--- src/rtl/gpc_pkg.sv ---
// Shared GPC front-end definitions: datapath defaults, the fetch FSM states and
// the instruction-memory transaction shapes (also used by the LSU).
package gpc_pkg;

   localparam int          GPC_XLEN        = 32;
   localparam logic [31:0] GPC_RESET_PC    = 32'h8000_0000;
   localparam logic [31:0] GPC_EBREAK_INST = 32'h0010_0073;

   typedef enum logic [1:0] {
      REQ  = 2'd0,
      WAIT = 2'd1,
      HALT = 2'd2
   } ifu_state_e;

   typedef struct packed {
      logic [GPC_XLEN-1:0] addr;
   } imem_req_t;

   typedef struct packed {
      logic [31:0] data;
   } imem_rsp_t;

endpackage

--- src/rtl/gpc_ifu.sv ---
// GPC instruction-fetch unit: one outstanding imem request, one-entry output
// register towards decode, redirect handling with response kill, sticky EBREAK halt.
module gpc_ifu
   import gpc_pkg::*;
#(
   parameter int               XLEN        = GPC_XLEN,
   parameter logic [XLEN-1:0]  RESET_PC    = XLEN'(GPC_RESET_PC),
   parameter logic [31:0]      EBREAK_INST = GPC_EBREAK_INST
) (
   input  logic             clk,
   input  logic             rst,
   output logic             imem_req_valid,
   input  logic             imem_req_ready,
   output logic [XLEN-1:0]  imem_req_addr,
   input  logic             imem_rsp_valid,
   input  logic [31:0]      imem_rsp_data,
   input  logic             redirect_valid,
   input  logic [XLEN-1:0]  redirect_pc,
   output logic             out_valid,
   input  logic             out_ready,
   output logic [XLEN-1:0]  out_pc,
   output logic [31:0]      out_inst,
   output logic [XLEN-1:0]  pc,
   output logic             ebreak
);

   ifu_state_e       state, state_nxt;
   logic             kill, kill_nxt;
   logic [XLEN-1:0]  pc_nxt, target;
   logic             ov_nxt, eb_nxt;
   logic [XLEN-1:0]  opc_nxt;
   logic [31:0]      oinst_nxt;
   logic             req_fire;

   // Only issue when the output slot is guaranteed free by the time data returns.
   assign imem_req_valid = !rst && (state == REQ) && (!out_valid || out_ready);
   assign imem_req_addr  = pc;
   assign req_fire       = imem_req_valid && imem_req_ready;
   assign target         = redirect_pc & ~XLEN'(3);

   always_comb begin
      state_nxt = state;
      kill_nxt  = kill;
      pc_nxt    = pc;
      ov_nxt    = out_valid && !out_ready;
      opc_nxt   = out_pc;
      oinst_nxt = out_inst;
      eb_nxt    = ebreak;
      case (state)
         REQ: begin
            if (req_fire) begin
               state_nxt = WAIT;
               kill_nxt  = redirect_valid;
            end
            if (redirect_valid) begin
               pc_nxt = target;
               ov_nxt = 1'b0;
            end
         end
         WAIT: begin
            if (redirect_valid) begin
               pc_nxt = target;
               ov_nxt = 1'b0;
            end
            if (imem_rsp_valid) begin
               state_nxt = REQ;
               kill_nxt  = 1'b0;
               if (!redirect_valid && !kill) begin
                  ov_nxt    = 1'b1;
                  opc_nxt   = pc;
                  oinst_nxt = imem_rsp_data;
                  pc_nxt    = pc + XLEN'(4);
                  if (imem_rsp_data == EBREAK_INST) begin
                     eb_nxt    = 1'b1;
                     state_nxt = HALT;
                  end
               end
            end else if (redirect_valid) begin
               // The in-flight response belongs to the old path; drop it on arrival.
               kill_nxt = 1'b1;
            end
         end
         HALT: ;
         default: state_nxt = REQ;
      endcase
   end

   always_ff @(posedge clk) begin
      if (rst) begin
         state     <= REQ;
         kill      <= 1'b0;
         pc        <= RESET_PC;
         out_valid <= 1'b0;
         out_pc    <= '0;
         out_inst  <= '0;
         ebreak    <= 1'b0;
      end else begin
         state     <= state_nxt;
         kill      <= kill_nxt;
         pc        <= pc_nxt;
         out_valid <= ov_nxt;
         out_pc    <= opc_nxt;
         out_inst  <= oinst_nxt;
         ebreak    <= eb_nxt;
      end
   end

endmodule

--- config.mk ---
export PLATFORM = sky130hd
export DESIGN_NAME = gpc_ifu
export DESIGN_NICKNAME = d
export VERILOG_FILES = /design/src/rtl/gpc_pkg.sv /design/src/rtl/gpc_ifu.sv
export SDC_FILE = /design/constraint.sdc
export NUM_CORES = 1
export LEC_CHECK = 0
export CAP_MARGIN = 20
export CORE_AREA = 4 4 109 111
export CTS_BUF_LIST = sky130_fd_sc_hd__clkbuf_16
export CTS_CLUSTER_DIAMETER = 80
export DETAILED_ROUTE_END_ITERATION = 10
export DIE_AREA = 0 0 113 115
export PLACE_DENSITY = 0.86
export SLEW_MARGIN = 20
export SYNTH_ARGS = -nofsm -noshare
export SYNTH_HDL_FRONTEND = slang
export SYNTH_SLANG_ARGS = --single-unit
--- constraint.sdc ---
create_clock -name clk -period 6.4 [get_ports clk]
set_clock_uncertainty 0.2 [all_clocks]
set_input_delay 1.6 -clock clk [delete_from_list [all_inputs] [get_ports clk]]
set_output_delay 1.6 -clock clk [all_outputs]
set_load 0.01 [all_outputs]
==> results of run 1 <==
==> sequential cells by signal, summed over array words and instances, names as in the netlist <==
| name | flops |
|---|---|
| imem_req_addr | 32 |
| state | 2 |
| out_pc | 32 |
| out_valid | 1 |
| ebreak | 1 |
| out_inst | 32 |
| kill | 1 |
==> kinds of logic (layout without fill, tap and decap cells) <==
logic type               count (synthesis)  in the layout
buffers and inverters                   82            226
AO/OA/AOI/OAI                          152            152
XOR/XNOR                                 4              4
multiplexers                             3              3
adder cells (fa/ha/maj)                  1              1
flip-flops                             101            101
AND/OR/NAND/NOR                        276            276
==> power by group through the flow <==
stage / logic, mW / registers (mW) / clock network [mW]
after CTS: 0.226 / 0.686 / 0.522
after detailed placement: 0.225 / 0.700 / 0
final: 0.226 / 0.686 / 0.512
after global placement: 0.220 / 0.698 / 0
after floorplan: 0.105 / 0.699 / 0
after global routing: 0.242 / 0.691 / 0.545
==> path summary, 6_finish.rpt <==
kind                             startpoint                to  slack (ns)  depth (start not counted)
worst max-delay path              out_ready    imem_req_valid        1.61                          4
worst min-delay path            out_inst[1]       out_inst[1]        0.25                          2
worst max register to register     state[1]  imem_req_addr[7]        3.64                          6
worst min register to register  out_inst[1]       out_inst[1]        0.25                          2
==> layout make-up <==
cell class              count  share of cell area [%]
multi-input cells         436                   34.02
flip-flops and latches    101                   29.56
repair buffers            202                   29.38
clock buffers               9                   3.292
well taps                 140                   2.561
clock inverters             7                  0.7500
inverters                   8                  0.4390
==> worst min-delay path, stage by stage (launching register included) <==
cell	delay (ns)
sky130_fd_sc_hd__dfxtp_1	0.31
sky130_fd_sc_hd__nand2_1	0.05
sky130_fd_sc_hd__a21oi_1	0.05
==> routing by layer <==
layer,up-vias,wire [um],share of wire (%)
li1,2424,-,-
met1,2367,6171,40
met2,254,7675,49
met3,37,1272,8.2
met4,0,460,3.0
met5,-,0,0
==> cells in the final DEF, fill, tap and decap left out, types with 3 or more instances in the layout <==
cell                              instances
sky130_fd_sc_hd__nand3_1                 16
sky130_fd_sc_hd__clkdlybuf4s50_1        197
sky130_fd_sc_hd__clkinvlp_4               4
sky130_fd_sc_hd__dfxtp_1                101
sky130_fd_sc_hd__inv_1                    9
sky130_fd_sc_hd__a22oi_1                  5
sky130_fd_sc_hd__nor3_1                   7
sky130_fd_sc_hd__nor4_1                  12
sky130_fd_sc_hd__a31oi_1                 10
sky130_fd_sc_hd__nand3b_1                 4
sky130_fd_sc_hd__and4_1                   3
sky130_fd_sc_hd__nand2_1                163
sky130_fd_sc_hd__o21ai_0                 15
sky130_fd_sc_hd__or3_1                    3
sky130_fd_sc_hd__and3_1                   6
sky130_fd_sc_hd__a211oi_1                 8
sky130_fd_sc_hd__o221ai_1                 4
sky130_fd_sc_hd__nand4_1                 13
sky130_fd_sc_hd__buf_4                    5
sky130_fd_sc_hd__clkbuf_16                9
sky130_fd_sc_hd__nor2b_1                  4
sky130_fd_sc_hd__nor2_1                  20
sky130_fd_sc_hd__or4_1                    3
sky130_fd_sc_hd__o31ai_1                  3
sky130_fd_sc_hd__nand2b_1                 4
sky130_fd_sc_hd__a21oi_1                 83
==> results.md, run 1 <==
- Run status: complete, no violations
- First-iteration detailed-routing DRC count: 515
- Switching Share: 27.04%
- Share of the core filled with cells in the final layout: 63.38%
- TritonCTS clock tree: done
- Shortest clock period the worst path allows after layout: 4.789 ns
- Switching power: 0.3852 mW
- Deepest clock path buffer count: 2
- Synth Net Count: 690
- Worst Setup Start Kind: primary input
- Simple-gate share of the synthesized area: 27.30%
- Area of the placeable core: 10790 um^2
- Slowest stage cell on the critical path: sky130_fd_sc_hd__clkdlybuf4s50_1
- Post-route antenna net violation count: 0
- Number of synthesized flops with an enable pin: 0
- DP HPWL: 10910 um
- Number of primary I/O pins: 201
- Post-Route WL: 15580 um
- Crit path largest cell delay: 0.65 ns
- Area taken by flip-flops and latches: 2022 um^2
- Post-synthesis share of cell area spent on full adders, half adders and majority gates: 0.2603%
- Die ar.: 13000 um^2
- Chip height: 115 um
- Portion of total power attributed to combinational logic: 15.9%
- Post-Place Cell Area: 6564 um^2
- Kind of critical path: in2out
- Cell class contributing the biggest share of worst-path delay: buffers and inverters
- Static Leakage: 2.273 nW
- Cell Int Power: 1.039 mW
- Htree depth: 3
- Most instantiated cells after synthesis: 164 x sky130_fd_sc_hd__nand2_1, 101 x sky130_fd_sc_hd__dfxtp_1, 83 x sky130_fd_sc_hd__a21oi_1
- Sum of negative setup slack: 0 ns
- Gate Count Post-Synth: 619
- Total power consumption of the routed design: 1.424 mW
- Multiplexer share of the synthesized area: 0.6507%
- Cell area power density: 208.2 nW/um^2
- Max_slew headroom: 26.98%
- Largest driver fanout on the critical path: 2
- Number of buffers inserted for hold repair after clock tree synthesis: 0
- Largest net degree at the start of global routing: 99
- Starting density of the core: 44.54%
- Critical Path Most Common Cell: sky130_fd_sc_hd__clkdlybuf4s50_1
- IR drop worst, VDD: 0.1475 mV
- Final non-filler cell area: 6840 um^2
- Post-detailed-route DRC marker count: 0
- Minimum setup slack in the final design: 1.611 ns
- Post-CTS clock slew at the launch and capture registers of the worst setup and hold paths: 0.07 ns
- Worst-skew pair later-pin latency: 0.34 ns
- Total vias in the final route: 5082
- Fraction of final layout cells with drive strength greater than 1: 4.063%
- Average size of a mapped cell: 7.766 um^2
- Area Growth Syn to Fin: 42.30%
- Xor/xnor cell area share of the yosys netlist: 0.7288%
- Biggest area consumer among synthesized cells: sky130_fd_sc_hd__dfxtp_1
- Worst setup timing slack at the placement stage: 1.606 ns
- Most common flop cell mapped by yosys: sky130_fd_sc_hd__dfxtp_1
- Clock power frac: 35.9%
- Initial antenna violation count: 0
- Routed length per placed instance: 17.25 um
- Cells along the critical path: clkdlybuf4s50_1 > nor2b_1 > nor4_1 > clkdlybuf4s50_1
- Leading cell types by total area after synthesis: sky130_fd_sc_hd__dfxtp_1 42%, sky130_fd_sc_hd__nand2_1 13%, sky130_fd_sc_hd__a21oi_1 8.6%
- RSZ-0062 raised after global routing: no
- Worst-Margin Slew: 1.095 ns
- Number of max-slew violations in the final report: 0
- Met1 routing resource usage after global routing: 28.12%
- Reported max-cap violation count: 0
- First-pass GRT wire length: 24410 um
- Arrival time reported for the critical path endpoint: 2.99 ns
- Number of global-route vias before repair: 4885
- Met2 capacity usage during global routing: 38.90%
- Number of failing setup endpoints in the final timing report: 0
- Sequential share of power: 48.2%
- Critical path endpoint category: primary output
- Detailed Routing Iterations Pass 1: 5
- Detailed-route vias per instance: 5.628
- Routability congestion estimate: 0.8563
- Achievable frequency: 208.8 MHz
- Data required, critical path: 4.60 ns
- Yosys warning total: 0
- Main combinational cell family by area after synthesis: simple AND/OR/NAND/NOR gates
- Path type of the worst min-delay path: reg2reg
- Overall fraction of global-route tracks in use: 22.87%
- Area share of the largest cell type after synthesis: 42.06%
- Layout fillers: 888
- Count of inserted antenna diode cells: 0
- Register area share after synthesis: 42.06%
- Met3 Track Usage GR: 5.000%
- Number of distinct library cells after synthesis: 65
- Non-Filler Instances: 903
- GR peak layer: met2
- Asr flop ratio synth: 0%
- Clock Tree Root: sky130_fd_sc_hd__clkbuf_16
- Most frequently used cell type in the post-synthesis netlist: sky130_fd_sc_hd__nand2_1
- CP bufs+invs: 2
- Area of combinational cells with multiple inputs: 2327 um^2
- Chip Width: 113 um
- TritonCTS Buffers: 9
- Final hold viol count: 0
- Share of the synthesized area in compound gates (AO/OA/AOI/OAI): 19.31%
- Number of nets in the finished design: 829
- FF+latch count, synth: 101
- Placement Rows: 38
- IO Port Bufs: 198
- # Post-CTS Setup Buffers: 0
- Total global routing overflow: 0
- Placed cells: 887
- Fin crit share: 74.82%
- Quantity of gates resized following cts: 0
- Mapped cell area: 4807 um^2
- Clk sink count: 101
- Worst slack on hold paths: 0.2538 ns
(Power assumes the default switching activity.)
==> run 2, diff against run 1 <==
--- a/config.mk
+++ b/config.mk
@@ -6,12 +6,12 @@
 export NUM_CORES = 1
 export LEC_CHECK = 0
 export CAP_MARGIN = 20
-export CORE_AREA = 4 4 109 111
+export CORE_AREA = 4 4 117 119
 export CTS_BUF_LIST = sky130_fd_sc_hd__clkbuf_16
 export CTS_CLUSTER_DIAMETER = 80
 export DETAILED_ROUTE_END_ITERATION = 10
-export DIE_AREA = 0 0 113 115
-export PLACE_DENSITY = 0.86
+export DIE_AREA = 0 0 121 123
+export PLACE_DENSITY = 0.79
 export SLEW_MARGIN = 20
 export SYNTH_ARGS = -nofsm -noshare
 export SYNTH_HDL_FRONTEND = slang
==> constraint.sdc (replaced) <==
create_clock -name clk -period 4.1 [get_ports clk]
set_clock_uncertainty 0.2 [all_clocks]
set_input_delay 1.025 -clock clk [delete_from_list [all_inputs] [get_ports clk]]
set_output_delay 1.025 -clock clk [all_outputs]
set_load 0.01 [all_outputs]
==> run 2 against run 1 <==
Effect of this change:
- die area increased by 15%
- clock-buffer cell count unchanged
- register-to-register slack got worse by 2.1 ns
- sequential share of layout area decreased by 0.54 points
- clock power increased by 64%
- power increased by 59%
- worst hold slack got worse by 0.0014 ns
- global-route usage decreased by 2.5 points
- cell count increased by 4.5%
- sequential cell count unchanged
- design area increased by 1.8%
- critical endpoint unchanged
- highest routed layer is now met5
==> results.md, run 2 (same netlist as run 1, synthesis figures left out) <==
- Initial antenna violation count: 1
- Post-route antenna net violation count: 0
- Max_slew headroom: 52.18%
- Routed length per placed instance: 16.57 um
- Critical path endpoint category: primary output
- Final hold viol count: 0
- Critical Path Most Common Cell: sky130_fd_sc_hd__clkdlybuf4s50_1
- Run status: complete, no violations
- Deepest clock path buffer count: 2
- Post-CTS clock slew at the launch and capture registers of the worst setup and hold paths: 0.07 ns
- Hold Path Origin: out_pc[7]
- Clk sink count: 101
- Worst-Margin Slew: 0.7107 ns
- Chip height: 123 um
- Worst-skew pair later-pin latency: 0.35 ns
- Commonest non-fill, non-tap cells in the layout: 197 x sky130_fd_sc_hd__clkdlybuf4s50_1, 163 x sky130_fd_sc_hd__nand2_1, 101 x sky130_fd_sc_hd__dfxtp_1
- Number of max-slew violations in the final report: 0
- Reg2Reg Capture Point: imem_req_addr[11]
- Number of nets in the finished design: 838
- Shortest clock period the worst path allows after layout: 3.745 ns
- Clock Tree Root: sky130_fd_sc_hd__clkbuf_16
- RSZ-0062 raised after global routing: no
- Cell area power density: 325.7 nW/um^2
- # Post-CTS Setup Buffers: 0
- Number of primary I/O pins: 201
- Area of the placeable core: 12570 um^2
- Fin crit share: 91.34%
- Arrival time reported for the critical path endpoint: 2.52 ns
- Clock power frac: 37.0%
- End of the worst hold path: out_pc[7]
- Cell class contributing the biggest share of worst-path delay: buffers and inverters
- Layout fillers: 1180
- Starting density of the core: 38.25%
- Post-Route WL: 15640 um
- Detailed-route vias per instance: 5.267
- Portion of total power attributed to combinational logic: 15.8%
- Data required, critical path: 2.87 ns
- First-pass GRT wire length: 24270 um
- Quantity of gates resized following cts: 0
- Die ar.: 14880 um^2
- Chip Width: 121 um
- Count of inserted antenna diode cells: 0
- First-iteration detailed-routing DRC count: 349
- Sequential share of power: 47.2%
- Detailed Routing Iterations Pass 1: 5
- Crit path largest cell delay: 0.63 ns
- IR drop worst, VDD: 0.1694 mV
- Number of cells traversed by the worst register-to-register path: 5
- IO Port Bufs: 198
- Worst Setup Start Kind: primary input
- Reported max-cap violation count: 0
- Fraction of final layout cells with drive strength greater than 1: 5.052%
- Switching Share: 25.97%
- Min-Delay Path Depth: 2
- Total vias in the final route: 4972
- Total global routing overflow: 0
- Slowest stage cell on the critical path: sky130_fd_sc_hd__clkdlybuf4s50_1
- Post-detailed-route DRC marker count: 0
- Most common cell after layout, fill and taps aside: sky130_fd_sc_hd__clkdlybuf4s50_1
- Reg2reg setup slack: 1.54 ns
- Path type of the worst min-delay path: reg2reg
- Number of global-route vias before repair: 4698
- Htree depth: 3
- Overall fraction of global-route tracks in use: 20.39%
- CP bufs+invs: 2
- Largest driver fanout on the critical path: 2
- Sum of negative setup slack: 0 ns
- Kind of critical path: in2out
- Routability congestion estimate: 0.8253
- Achievable frequency: 267.0 MHz
- Placement Rows: 41
- TritonCTS Buffers: 9
- Static Leakage: 2.341 nW
- Switching power: 0.5893 mW
- Number of failing setup endpoints in the final timing report: 0
- Share of the core filled with cells in the final layout: 55.43%
- TritonCTS clock tree: done
- Cell Int Power: 1.680 mW
- Largest net degree at the start of global routing: 59
- Number of buffers inserted for hold repair after clock tree synthesis: 0
- Cells along the critical path: clkdlybuf4s50_1 > nor2b_1 > nor4_1 > clkdlybuf4s50_1
- DP HPWL: 11070 um
- Area Growth Syn to Fin: 44.92%
- Worst reg2reg startpoint: imem_req_addr[4]
- Worst slack on hold paths: 0.2525 ns
-- run 2: layout make-up --
class                           instances  area (um^2)  area share, %
Timing Repair Buffer                  211         2090          29.99
Multi-Input combinational cell        436         2327          33.41
Clock buffer                            9        225.2          3.233
Inverter                                8        30.03         0.4310
Sequential cell                       101         2022          29.02
Clock inverter                          7        57.56         0.8261
Tap cell                              172        215.2          3.089
-- run 2: worst reg2reg max path: cells and delay by family, from the launching register on --
family           cells  cell delay (ns)
AO/OA/AOI/OAI        1             0.16
AND/OR/NAND/NOR      4             1.61
flip-flops           1             0.52
-- run 2: metal layers --
metal / vias to the layer above / share of wire (%) / GRT usage [%]
li1: 2437 / - / -
met4: 2 / 2.5 / 8.003
met5: - / 0.051 / 0
met1: 2318 / 44 / 26.49
met2: 188 / 47 / 32.72
met3: 27 / 6.5 / 5.032
-- run 2: worst max path at each step --
stage          slack (ns)      start              to  depth (start not counted)
3_5_place_dp         0.33  out_ready  imem_req_valid                          4
4_1_cts              0.33  out_ready  imem_req_valid                          4
6_report             0.35  out_ready  imem_req_valid                          4
3_3_place_gp         0.38  out_ready  imem_req_valid                          4
5_1_grt              0.27  out_ready  imem_req_valid                          4
2_1_floorplan        1.25        rst  imem_req_valid                          2
-- run 2: per-stage QoR --
stage	total power, mW	worst slack (ns)	area (um^2)	instances
after floorplan	1.255	1.254	4807	619
after global placement	1.447	0.3796	6684	928
after detailed placement	1.451	0.3282	6684	928
after CTS	2.288	0.3258	6967	944
after global routing	2.358	0.2737	6967	944
final	2.269	0.3549	6967	944
-- run 2: power by group through the flow --
stage	Sequential, mW	Combinational [mW]	Clock, mW
2_1_floorplan	1.09	0.164	0
3_3_place_gp	1.09	0.355	0
3_5_place_dp	1.09	0.357	0
4_1_cts	1.07	0.360	0.857
5_1_grt	1.08	0.385	0.893
6_report	1.07	0.358	0.839
==> run 3, diff against run 2 <==
--- a/config.mk
+++ b/config.mk
@@ -12,7 +12,7 @@
 export DETAILED_ROUTE_END_ITERATION = 10
 export DIE_AREA = 0 0 121 123
 export PLACE_DENSITY = 0.79
-export SLEW_MARGIN = 20
+export SLEW_MARGIN = 10
 export SYNTH_ARGS = -nofsm -noshare
 export SYNTH_HDL_FRONTEND = slang
 export SYNTH_SLANG_ARGS = --single-unit
==> results of run 3 <==
Same layout as run 2: the final DEF is identical, and so are final timing and power.
